===== config.mk =====
export PLATFORM = sky130hd
export DESIGN_NAME = nibble_serial_subtractor
export DESIGN_NICKNAME = d
export VERILOG_FILES = /design/src/rtl/nibble_serial_subtractor.sv
export SDC_FILE = /design/constraint.sdc
export NUM_CORES = 1
export LEC_CHECK = 0
export CORE_ASPECT_RATIO = 0.5
export CORE_UTILIZATION = 32
export CTS_BUF_LIST = sky130_fd_sc_hd__clkbuf_16
export CTS_CLUSTER_DIAMETER = 50
export DETAILED_ROUTE_END_ITERATION = 10
export MAX_ROUTING_LAYER = met4
export SETUP_SLACK_MARGIN = 0.5
export SYNTH_ARGS = -nofsm -noshare
export SYNTH_HDL_FRONTEND = slang
export SYNTH_SLANG_ARGS = --single-unit

===== constraint.sdc =====
create_clock -name CLK -period 4.4 [get_ports CLK]
set_input_delay 1.1 -clock CLK [delete_from_list [all_inputs] [get_ports CLK]]
set_output_delay 1.1 -clock CLK [all_outputs]
set_load 0.005 [all_outputs]

===== src/rtl/nibble_serial_subtractor.sv =====
`timescale 1ns/1ps
// nibble_serial_subtractor
//
// Computes D = A - B - BIN one 4-bit nibble per clock, LSB nibble first.
// Each nibble step uses a carry-select stage: both possible 4-bit results
// (incoming borrow 0 and incoming borrow 1) are formed, and the registered
// working borrow picks one of them.
//
// Handshake: START is a request that is taken only while the block is idle
// (BUSY=0). The edge that takes it captures A, B and BIN and raises BUSY.
// BUSY stays high until the edge that finishes the last nibble. That edge
// drops BUSY, raises DONE for exactly one cycle and updates D/BOUT/ZERO.
// START is ignored while BUSY=1. A START held during the DONE cycle is taken
// at once, so operations can run back to back with no gap.
//
// Ports:
//   CLK    in   clock, rising edge
//   RST_N  in   asynchronous active-low reset
//   START  in   request a subtraction (idle only)
//   A      in   minuend, WIDTH bits
//   B      in   subtrahend, WIDTH bits
//   BIN    in   borrow-in
//   BUSY   out  operation in progress
//   DONE   out  one-cycle completion pulse
//   D      out  difference, held until the next completion
//   BOUT   out  borrow-out, held until the next completion
//   ZERO   out  D == 0, held until the next completion
module nibble_serial_subtractor #(
    parameter int WIDTH = 16
) (
    input  logic             CLK,
    input  logic             RST_N,
    input  logic             START,
    input  logic [WIDTH-1:0] A,
    input  logic [WIDTH-1:0] B,
    input  logic             BIN,
    output logic             BUSY,
    output logic             DONE,
    output logic [WIDTH-1:0] D,
    output logic             BOUT,
    output logic             ZERO
);

    localparam int N  = WIDTH / 4;
    localparam int IW = (N > 1) ? $clog2(N) : 1;
    localparam logic [IW-1:0] LAST = IW'(N - 1);

    typedef enum logic {
        IDLE = 1'b0,
        RUN  = 1'b1
    } state_t;

    state_t           state;
    logic [WIDTH-1:0] a_q;
    logic [WIDTH-1:0] b_q;
    logic [WIDTH-1:0] work_q;
    logic [IW-1:0]    idx;
    logic             borrow_q;

    logic [3:0]       a_nib;
    logic [3:0]       b_nib;
    logic [4:0]       sum_b0;
    logic [4:0]       sum_b1;
    logic [4:0]       sel;
    logic             borrow_next;
    logic [WIDTH-1:0] work_next;

    // Nibble select, carry-select subtract and write-back of nibble idx.
    always_comb begin
        a_nib     = '0;
        b_nib     = '0;
        work_next = work_q;
        for (int k = 0; k < N; k++) begin
            if (idx == IW'(k)) begin
                a_nib = a_q[4*k +: 4];
                b_nib = b_q[4*k +: 4];
            end
        end
        // Subtraction as A + ~B + 1; a borrow-in removes the +1.
        sum_b0      = {1'b0, a_nib} + {1'b0, ~b_nib} + 5'd1;
        sum_b1      = {1'b0, a_nib} + {1'b0, ~b_nib};
        sel         = borrow_q ? sum_b1 : sum_b0;
        // No carry out of the nibble means the nibble needed a borrow.
        borrow_next = ~sel[4];
        for (int k = 0; k < N; k++) begin
            if (idx == IW'(k)) begin
                work_next[4*k +: 4] = sel[3:0];
            end
        end
    end

    always_ff @(posedge CLK or negedge RST_N) begin
        if (!RST_N) begin
            state    <= IDLE;
            a_q      <= '0;
            b_q      <= '0;
            work_q   <= '0;
            idx      <= '0;
            borrow_q <= 1'b0;
            BUSY     <= 1'b0;
            DONE     <= 1'b0;
            D        <= '0;
            BOUT     <= 1'b0;
            ZERO     <= 1'b0;
        end else begin
            DONE <= 1'b0;
            case (state)
                IDLE: begin
                    if (START) begin
                        a_q      <= A;
                        b_q      <= B;
                        borrow_q <= BIN;
                        work_q   <= '0;
                        idx      <= '0;
                        BUSY     <= 1'b1;
                        state    <= RUN;
                    end
                end
                RUN: begin
                    work_q   <= work_next;
                    borrow_q <= borrow_next;
                    if (idx == LAST) begin
                        // Only the finished word ever reaches D.
                        D     <= work_next;
                        BOUT  <= borrow_next;
                        ZERO  <= (work_next == '0);
                        DONE  <= 1'b1;
                        BUSY  <= 1'b0;
                        idx   <= '0;
                        state <= IDLE;
                    end else begin
                        idx <= idx + IW'(1);
                    end
                end
                default: begin
                    state <= IDLE;
                end
            endcase
        end
    end

endmodule


* After elaboration in Yosys (flattened, before gate mapping)
Index checks and enable logic that the tools add are counted.
** Word-level totals
- Register bits after elaboration :: 72
- Input port bits :: 36
- Output and inout bits :: 20
- Word-level logic and storage cells :: 55
** Operators by class
- $add $sub $neg :: 3
- Eq/ne operators :: 5
- Muxes and demuxes :: 28
- Bitwise logic cells :: 3
- Reductions and logical operators :: 5
** Operators by type and width (number)
- 2-to-1 mux 4 bit :: 12
- case mux 16 bit (2 select lines) :: 1
- zero test 16 bit :: 1
- 2-to-1 mux 16 bit :: 1
- 2-to-1 mux 1 bit :: 7
- case mux 1 bit (2 select lines) :: 3
- AND reduction 2 bit :: 3
- adder 4 x 4 -> 5 bit :: 1
- adder 5 x 1 -> 5 bit, second input constant :: 1
- 2-to-1 mux 5 bit :: 1
- equality test 2 bit, second input constant :: 2
- 2-to-1 mux 2 bit :: 2
- inverter 4 bit :: 1
- case mux 2 bit (2 select lines) :: 1
- adder 2 x 1 -> 2 bit, second input constant :: 1
- equality test 2 x 1 -> 1 bit, second input constant :: 1
- zero test 2 bit :: 1
- != test 2 x 1 -> 1 bit, second input constant :: 1
- != test 2 bit, second input constant :: 1
- inverter 1 bit :: 2

* Longest topological paths before layout
Gate-level depths: netlist of run 1.
- Depth in word-level cells :: 11
- Depth in mapped cells :: 17
- Mapped depth without buffers :: 15

* Worst setup path before layout of run 1
OpenSTA, ideal clock, no wires.
- Path type :: register to register
- Start :: reg idx[1]
- End :: reg ZERO
- Library setup time :: 0.092 ns
- Arrival :: 3.221 ns
- Data required time :: 4.308 ns
- Setup slack :: 1.088 ns
- Cell stages (with the launch flop) :: 18
- Path buffers :: 2
- Clock period less this slack :: 3.312 ns
- Cell sequence :: dfrtp_1 > inv_1 > ha_1 > clkbuf_1 > clkbuf_1 > nand2_1 > a21oi_1 > a21oi_1 > nor2_1 > a21oi_1 > ha_1 > fa_1 > ha_1 > nor3b_1 > o22ai_1 > nor4_1 > o211ai_1 > o31ai_2
** On the way
- Word-level cells in the longest chain between the ends :: 11
- Elaborated cells on any way between the ends :: 22
- Those cells by class :: 2 x add/sub; 3 x eq/ne; 13 x mux; 1 x bitwise; 3 x reduce/logical
** Ends and longest elaborated chain
- start, declared :: RTL line 57 : logic [IW-1:0] idx;
- start signal, assigned :: RTL line 132 : idx <= idx + IW'(1);
- zero test 2 bit :: RTL line 74, 86
- 2-to-1 mux 4 bit (4 in a row) :: RTL line 74 : if (idx == IW'(k)) begin
- inverter 4 bit :: RTL line 80, 81
- adder 4 x 4 -> 5 bit :: RTL line 80, 81
- adder 5 x 1 -> 5 bit :: RTL line 80 : sum_b0 = {1'b0, a_nib} + {1'b0, ~b_nib} + 5'd1;
- 2-to-1 mux 5 bit :: RTL line 82 : sel = borrow_q ? sum_b1 : sum_b0;
- 2-to-1 mux 4 bit :: RTL line 86 : if (idx == IW'(k)) begin
- zero test 16 bit :: RTL line 126 : ZERO <= (work_next == '0);
- end signal, assigned :: RTL line 126
- end, declared :: RTL line 41 : output logic ZERO
Several ways; a longest one is shown, not always the timed one.
A chain may end at the register's enable or synchronous reset.

* Final worst setup path of run 1
- Start :: reg idx[0]
- End :: reg work_q[2]
** On the way
- Word-level cells in the longest chain between the ends :: 11
- Elaborated cells on any way between the ends :: 18
- Those cells by class :: 2 x add/sub; 3 x eq/ne; 11 x mux; 1 x bitwise; 1 x reduce/logical
** Ends and longest elaborated chain
- zero test 2 bit :: RTL line 74, 86
- 2-to-1 mux 4 bit (4 in a row) :: RTL line 74
- inverter 4 bit :: RTL line 80, 81
- adder 4 x 4 -> 5 bit :: RTL line 80, 81
- adder 5 x 1 -> 5 bit :: RTL line 80
- 2-to-1 mux 5 bit :: RTL line 82
- 2-to-1 mux 4 bit (*) :: RTL line 86
- case mux 16 bit (2 select lines) (*) :: RTL line 107 : case (state)
- end signal, assigned :: RTL line 120 : work_q <= work_next;
- end, declared :: RTL line 56 : logic [WIDTH-1:0] work_q;
Mark *: on every way between the ends. The rest lies on a longest branch, timed or not.

==> results of run 1 <==
## flip-flops by register name, indices dropped and copies added, names as in the netlist, 2 cells and up
signal / flops
b_q: 16
D: 16
idx: 2
a_q: 16
work_q: 13
## final timing paths
kind | endpoint | slack (ps) | depth (start not counted)
setup / recovery | work_q[2]$_DFFE_PN0P_ | 840 | 14
hold / removal | D[2]$_DFFE_PN0P_ | 480 | 2
setup reg to reg | work_q[2]$_DFFE_PN0P_ | 840 | 14
hold reg to reg | D[2]$_DFFE_PN0P_ | 480 | 2
max in group asynchronous | D[0]$_DFFE_PN0P_ | 2520 | 2
min in group asynchronous | a_q[2]$_DFFE_PN0P_ | 1000 | 1
## cell families (layout without fill, tap and decap cells)
logic type / count (synthesis) / in the layout / synth area share [%]
muxes: 47 / 47 / 15.4
buffers and inverters: 24 / 80 / 2.95
AOI/OAI and AO/OA: 70 / 70 / 13.5
adders and majority gates: 10 / 10 / 3.96
DFF: 69 / 69 / 51.5
xor gates and xnor gates: 4 / 4 / 1.72
and+or+nand+nor: 74 / 74 / 11.0
## metrics by stage
step	worst slack (ps)	hold slack (ps)	std cells	area, um2	utilization (%)
after floorplan	1090	473	298	3350	-
after global placement	783	470	473	4020	41.1
after detailed placement	647	473	473	4020	41.1
after CTS	625	485	489	4330	44.2
after global routing	523	519	489	4340	44.4
final	842	481	489	4340	44.4
## routing by layer
layer  GRT usage [%]  wire, um  vias to the layer above
met2            24.3      3490                       58
met3            4.48       311                       14
met4            6.02       100                        0
met1            19.0      3580                     1189
met5               -         0                        -
li1                -         -                     1168
## area by class of cell
cell class / count / share of cell area (%)
repair buffers: 60 / 13.4
clock inverters: 7 / 1.87
well taps: 135 / 3.89
clock buffers: 9 / 5.19
inverters: 4 / 0.346
multi-input cells: 205 / 35.5
flip-flops and latches: 69 / 39.8
## worst max-delay path, delay by kind of cell (launching register included)
kind,cells,cell delay [ps]
xor gates and xnor gates,1,350
adders and majority gates,4,1330
AOI/OAI and AO/OA,4,440
DFF,1,420
buffers and inverters,1,120
and+or+nand+nor,4,830
## layout by cell type, fill, tap and decap left out, types with 6 or more instances in the layout
| master | n |
|---|---|
| dfrtp_1 | 69 |
| clkdlybuf4s50_1 | 54 |
| nand2_1 | 30 |
| o21ai_0 | 20 |
| clkbuf_16 | 9 |
| nand3b_1 | 6 |
| mux2i_1 | 11 |
| ha_1 | 7 |
| nor3b_1 | 6 |
| mux2_2 | 36 |
| a21oi_1 | 22 |
| nor2_1 | 13 |
| a22o_1 | 11 |
## what timing repair did
item,CTS,global route
gates resized for setup,0,3
setup endpoints to repair,0,8
setup buffers,0,0
==> flow_metrics.env, run 1 <==
export IMPL_fp_dieW_um=147
export IMPL_ctsHoldBuffers=0
export IMPL_async_reset_ff_share_pct=100
export IMPL_vias=2429
export IMPL_grt_use_total_pct=15.4
export IMPL_drt_iter0_drc=121
export IMPL_route_detailed_drc=0
export IMPL_fillers=907
export IMPL_synth_top_area_share_pct=51.5
export IMPL_syn_avg_cell_area_um2=11.3
export IMPL_htree_num_levels=3
export IMPL_fmax_mhz=281
export IMPL_drt_pass1_iter_count=4
export IMPL_rsz0062_at_grt="false"
export IMPL_tns_ps=0
export IMPL_fin_crit_ps=3560
export IMPL_crit_path_start_kind="flip-flop"
export IMPL_clk_path_buf_depth=2
export IMPL_yosys_top_cells_count="dfrtp_1 (69), mux2_2 (36), nand2_1 (30)"
export IMPL_hold_start="D[2]$_DFFE_PN0P_"
export IMPL_clk_insertion_delay_late_ps=340
export IMPL_antenna_left=0
export IMPL_path_class="reg2reg"
export IMPL_dieHeight_um=74.4
export IMPL_r2r_start="idx[0]$_DFFE_PN0P_"
export IMPL_wire_per_inst_um=15.3
export IMPL_min_path_type="reg2reg"
export IMPL_netlist_top_cell_by_area="dfrtp_1"
export IMPL_nets=395
export IMPL_cp_slowest_cell="fa_1"
export IMPL_wirelength_mm=7.49
export IMPL_critPathMaxFanout=8
export IMPL_hold_viol_final=0
export IMPL_clkTransAtPathRegs_ps=50
export IMPL_place_congestion=0.854
export IMPL_antenna_found_initial=0
export IMPL_port_buffers=55
export IMPL_finalCritPeriodShare_pct=80.9
export IMPL_via_per_inst=4.97
export IMPL_multi_input_area_um2=1540
export IMPL_endpoint_kind="flip-flop"
export IMPL_synth_edf_count=0
export IMPL_worstPathRequired_ps=4670
export IMPL_grt_start_max_net_pins=53
export IMPL_std_cell_rows=25
export IMPL_synth_cells=298
export IMPL_crit_path_cell_trace="inv_1, ha_1, nand3b_1, a21oi_1, a21oi_1, nor2_1, a21oi_1, ha_1, fa_1, ha_1, nor2b_1, xor2_2, and2_1, a22o_1"
export IMPL_first_global_vias=2461
export IMPL_grt_overflow=0
export IMPL_synth_warnings=0
export IMPL_synth_ff_type="dfrtp_1"
export IMPL_cts_tree="built"
export IMPL_synth_nets=344
export IMPL_critPathArrivalTime_ps=3830
export IMPL_maxCapViolCount=0
export IMPL_ff_latch_area_um2=1730
export IMPL_cts_root_buf="clkbuf_16"
export IMPL_max_stage_delay_ps=560
export IMPL_synth_most_common_cell="dfrtp_1"
export IMPL_startpoint="idx[0]$_DFFE_PN0P_"
export IMPL_run_status="complete, no violations"
export IMPL_yosys_top_cells_area="dfrtp_1 (51%), mux2_2 (12%), ha_1 (3.4%)"
export IMPL_antennaDiodeCount=0
export IMPL_syn_cell_area_um2=3350
export IMPL_ys_ff_latch=69
export IMPL_numCtsBuffers=9
export IMPL_start_util_pct=34.2
export IMPL_worst_pin_slew_ps=1160
export IMPL_setup_viol=0
export IMPL_ys_seq_area_share_pct=51.5
export IMPL_syn2layout_area_growth_pct=29.5
export IMPL_slew_viol_final=0
export IMPL_pin_count=56
export IMPL_core_area_um2=9790
export IMPL_die_area_um2=10900
export IMPL_grt_first_pass_wirelength_mm=12.4
export IMPL_drive_above_1_share_pct=18.4
export IMPL_clock_sinks=69
export IMPL_relSlewSlack_pct=23.0
export IMPL_yosysUniqueCellTypes=43
export IMPL_dp_hpwl_mm=5.30
export IMPL_fin_skew_ps=4.94
Power of run 1 is not shown: default switching activity piles up to over one toggle a cycle in this logic, so the estimate is an artifact.
==> inputs of run 2 (changes only) <==
==> constraint.sdc (replaced) <==
create_clock -name CLK -period 3.7 [get_ports CLK]
set_input_delay 0.925 -clock CLK [delete_from_list [all_inputs] [get_ports CLK]]
set_output_delay 0.925 -clock CLK [all_outputs]
set_load 0.005 [all_outputs]
==> flow_metrics.env, run 2 (synthesized netlist as in run 1, its figures left out) <==
export IMPL_port_buffers=55
export IMPL_hold_start="D[1]$_DFFE_PN0P_"
export IMPL_fp_dieW_um=147
export IMPL_wire_per_inst_um=15.6
export IMPL_critPathArrivalTime_ps=3410
export IMPL_path_class="reg2reg"
export IMPL_antennaDiodeCount=0
export IMPL_tns_ps=0
export IMPL_finalCritPeriodShare_pct=85.0
export IMPL_antenna_left=0
export IMPL_route_detailed_drc=0
export IMPL_clock_sinks=69
export IMPL_cts_root_buf="clkbuf_16"
export IMPL_crit_path_start_kind="flip-flop"
export IMPL_first_global_vias=2512
export IMPL_slew_viol_final=0
export IMPL_drive_above_1_share_pct=27.6
export IMPL_hold_path_cell_count=2
export IMPL_r2r_start="idx[0]$_DFFE_PN0P_"
export IMPL_endpoint_kind="flip-flop"
export IMPL_std_cell_rows=25
export IMPL_clk_insertion_delay_late_ps=330
export IMPL_critPathMaxFanout=14
export IMPL_worst_pin_slew_ps=1120
export IMPL_drt_pass1_iter_count=4
export IMPL_maxCapViolCount=0
export IMPL_antenna_found_initial=0
export IMPL_relSlewSlack_pct=25.2
export IMPL_grt_overflow=0
export IMPL_fin_skew_ps=4.76
export IMPL_drt_iter0_drc=111
export IMPL_numCtsBuffers=9
export IMPL_start_util_pct=34.2
export IMPL_via_per_inst=4.91
export IMPL_clk_path_buf_depth=2
export IMPL_dpl_cell_area_um2=4060
export IMPL_dieHeight_um=74.4
export IMPL_ctsHoldBuffers=0
export IMPL_vias=2477
export IMPL_whs_endpoint="D[1]$_DFFE_PN0P_"
export IMPL_fmax_mhz=318
export IMPL_final_common_cell="dfrtp_1"
export IMPL_layout_common_cells="dfrtp_1 (68), clkdlybuf4s50_1 (54), mux2_2 (35)"
export IMPL_grt_start_max_net_pins=52
export IMPL_clkTransAtPathRegs_ps=50
export IMPL_grt_first_pass_wirelength_mm=12.6
export IMPL_rrSetupSlack_ps=560
export IMPL_dp_hpwl_mm=5.52
export IMPL_htree_num_levels=3
export IMPL_min_path_type="reg2reg"
export IMPL_timing_hold_ws_ps=476
export IMPL_design_area_um2=4550
export IMPL_nets=410
export IMPL_cts_tree="built"
export IMPL_rr_endpoint="work_q[15]$_DFFE_PN0P_"
export IMPL_die_area_um2=10900
export IMPL_wirelength_mm=7.86
export IMPL_run_status="complete, no violations"
export IMPL_fin_crit_ps=3140
export IMPL_hold_viol_final=0
export IMPL_core_area_um2=9790
export IMPL_top_regs="D: 16 flops, a_q: 16 flops, b_q: 16 flops"
export IMPL_place_congestion=0.844
export IMPL_worstRegToRegCells=14
export IMPL_worstPathRequired_ps=3970
export IMPL_setup_viol=0
export IMPL_grt_use_total_pct=15.9
export IMPL_syn2layout_area_growth_pct=35.8
export IMPL_pin_count=56
export IMPL_rsz0062_at_grt="true"
[run 2: area by class of cell]
type	count	area, um2
multi-input combinational	205	1680
inverter	4	17.5
fill	881	5240
clock buffer	9	225
timing repair buffer	75	697
clock inverter	7	33.8
sequential	69	1730
tap	135	169
[run 2: layer usage]
layer	routed length, um	vias to the layer above	share of wire [%]	global-route usage (%)
met5	0	-	0	-
met1	3660	1227	46	19.4
li1	-	1197	-	-
met2	3860	49	49	25.1
met4	42	0	0.53	5.56
met3	306	4	3.9	5.03
[run 2: stage by stage]
| stage | cells | util [%] | setup slack [ps] |
|---|---|---|---|
| after global routing | 504 | 46.5 | 333 |
| after global placement | 478 | 41.5 | 420 |
| after CTS | 495 | 44.6 | 533 |
| after detailed placement | 478 | 41.5 | 337 |
| final | 504 | 46.5 | 557 |
| after floorplan | 298 | - | 526 |
[run 2: timing repair]
action                     in CTS  in global routing
resized for setup              10                 31
pin swaps                       0                 14
setup endpoints to repair      20                 23
buffers inserted                1                  9
[run 2: how the worst max path moves through the flow]
| stage | startpoint | to | depth (start not counted) |
|---|---|---|---|
| floorplan | idx[0]$_DFFE_PN0P_ | ZERO$_DFFE_PN0P_ | 15 |
| global placement | idx[1]$_DFFE_PN0P_ | work_q[10]$_DFFE_PN0P_ | 14 |
| detailed placement | idx[1]$_DFFE_PN0P_ | work_q[10]$_DFFE_PN0P_ | 14 |
| CTS | idx[0]$_DFFE_PN0P_ | ZERO$_DFFE_PN0P_ | 15 |
| global route | idx[1]$_DFFE_PN0P_ | ZERO$_DFFE_PN0P_ | 15 |
| finish | idx[0]$_DFFE_PN0P_ | work_q[15]$_DFFE_PN0P_ | 14 |
[run 2: critical path, cell delays in order (launching register included)]
cell,delay (ps)
dfrtp_2,430
inv_4,70
ha_4,170
buf_4,130
buf_4,120
buf_4,180
nor2b_2,180
a22oi_2,160
nor2_1,70
a21oi_1,110
o21ai_0,90
ha_1,390
xnor3_2,550
a21oi_1,280
a21o_1,150
Power of run 2 is left out for the same reason.
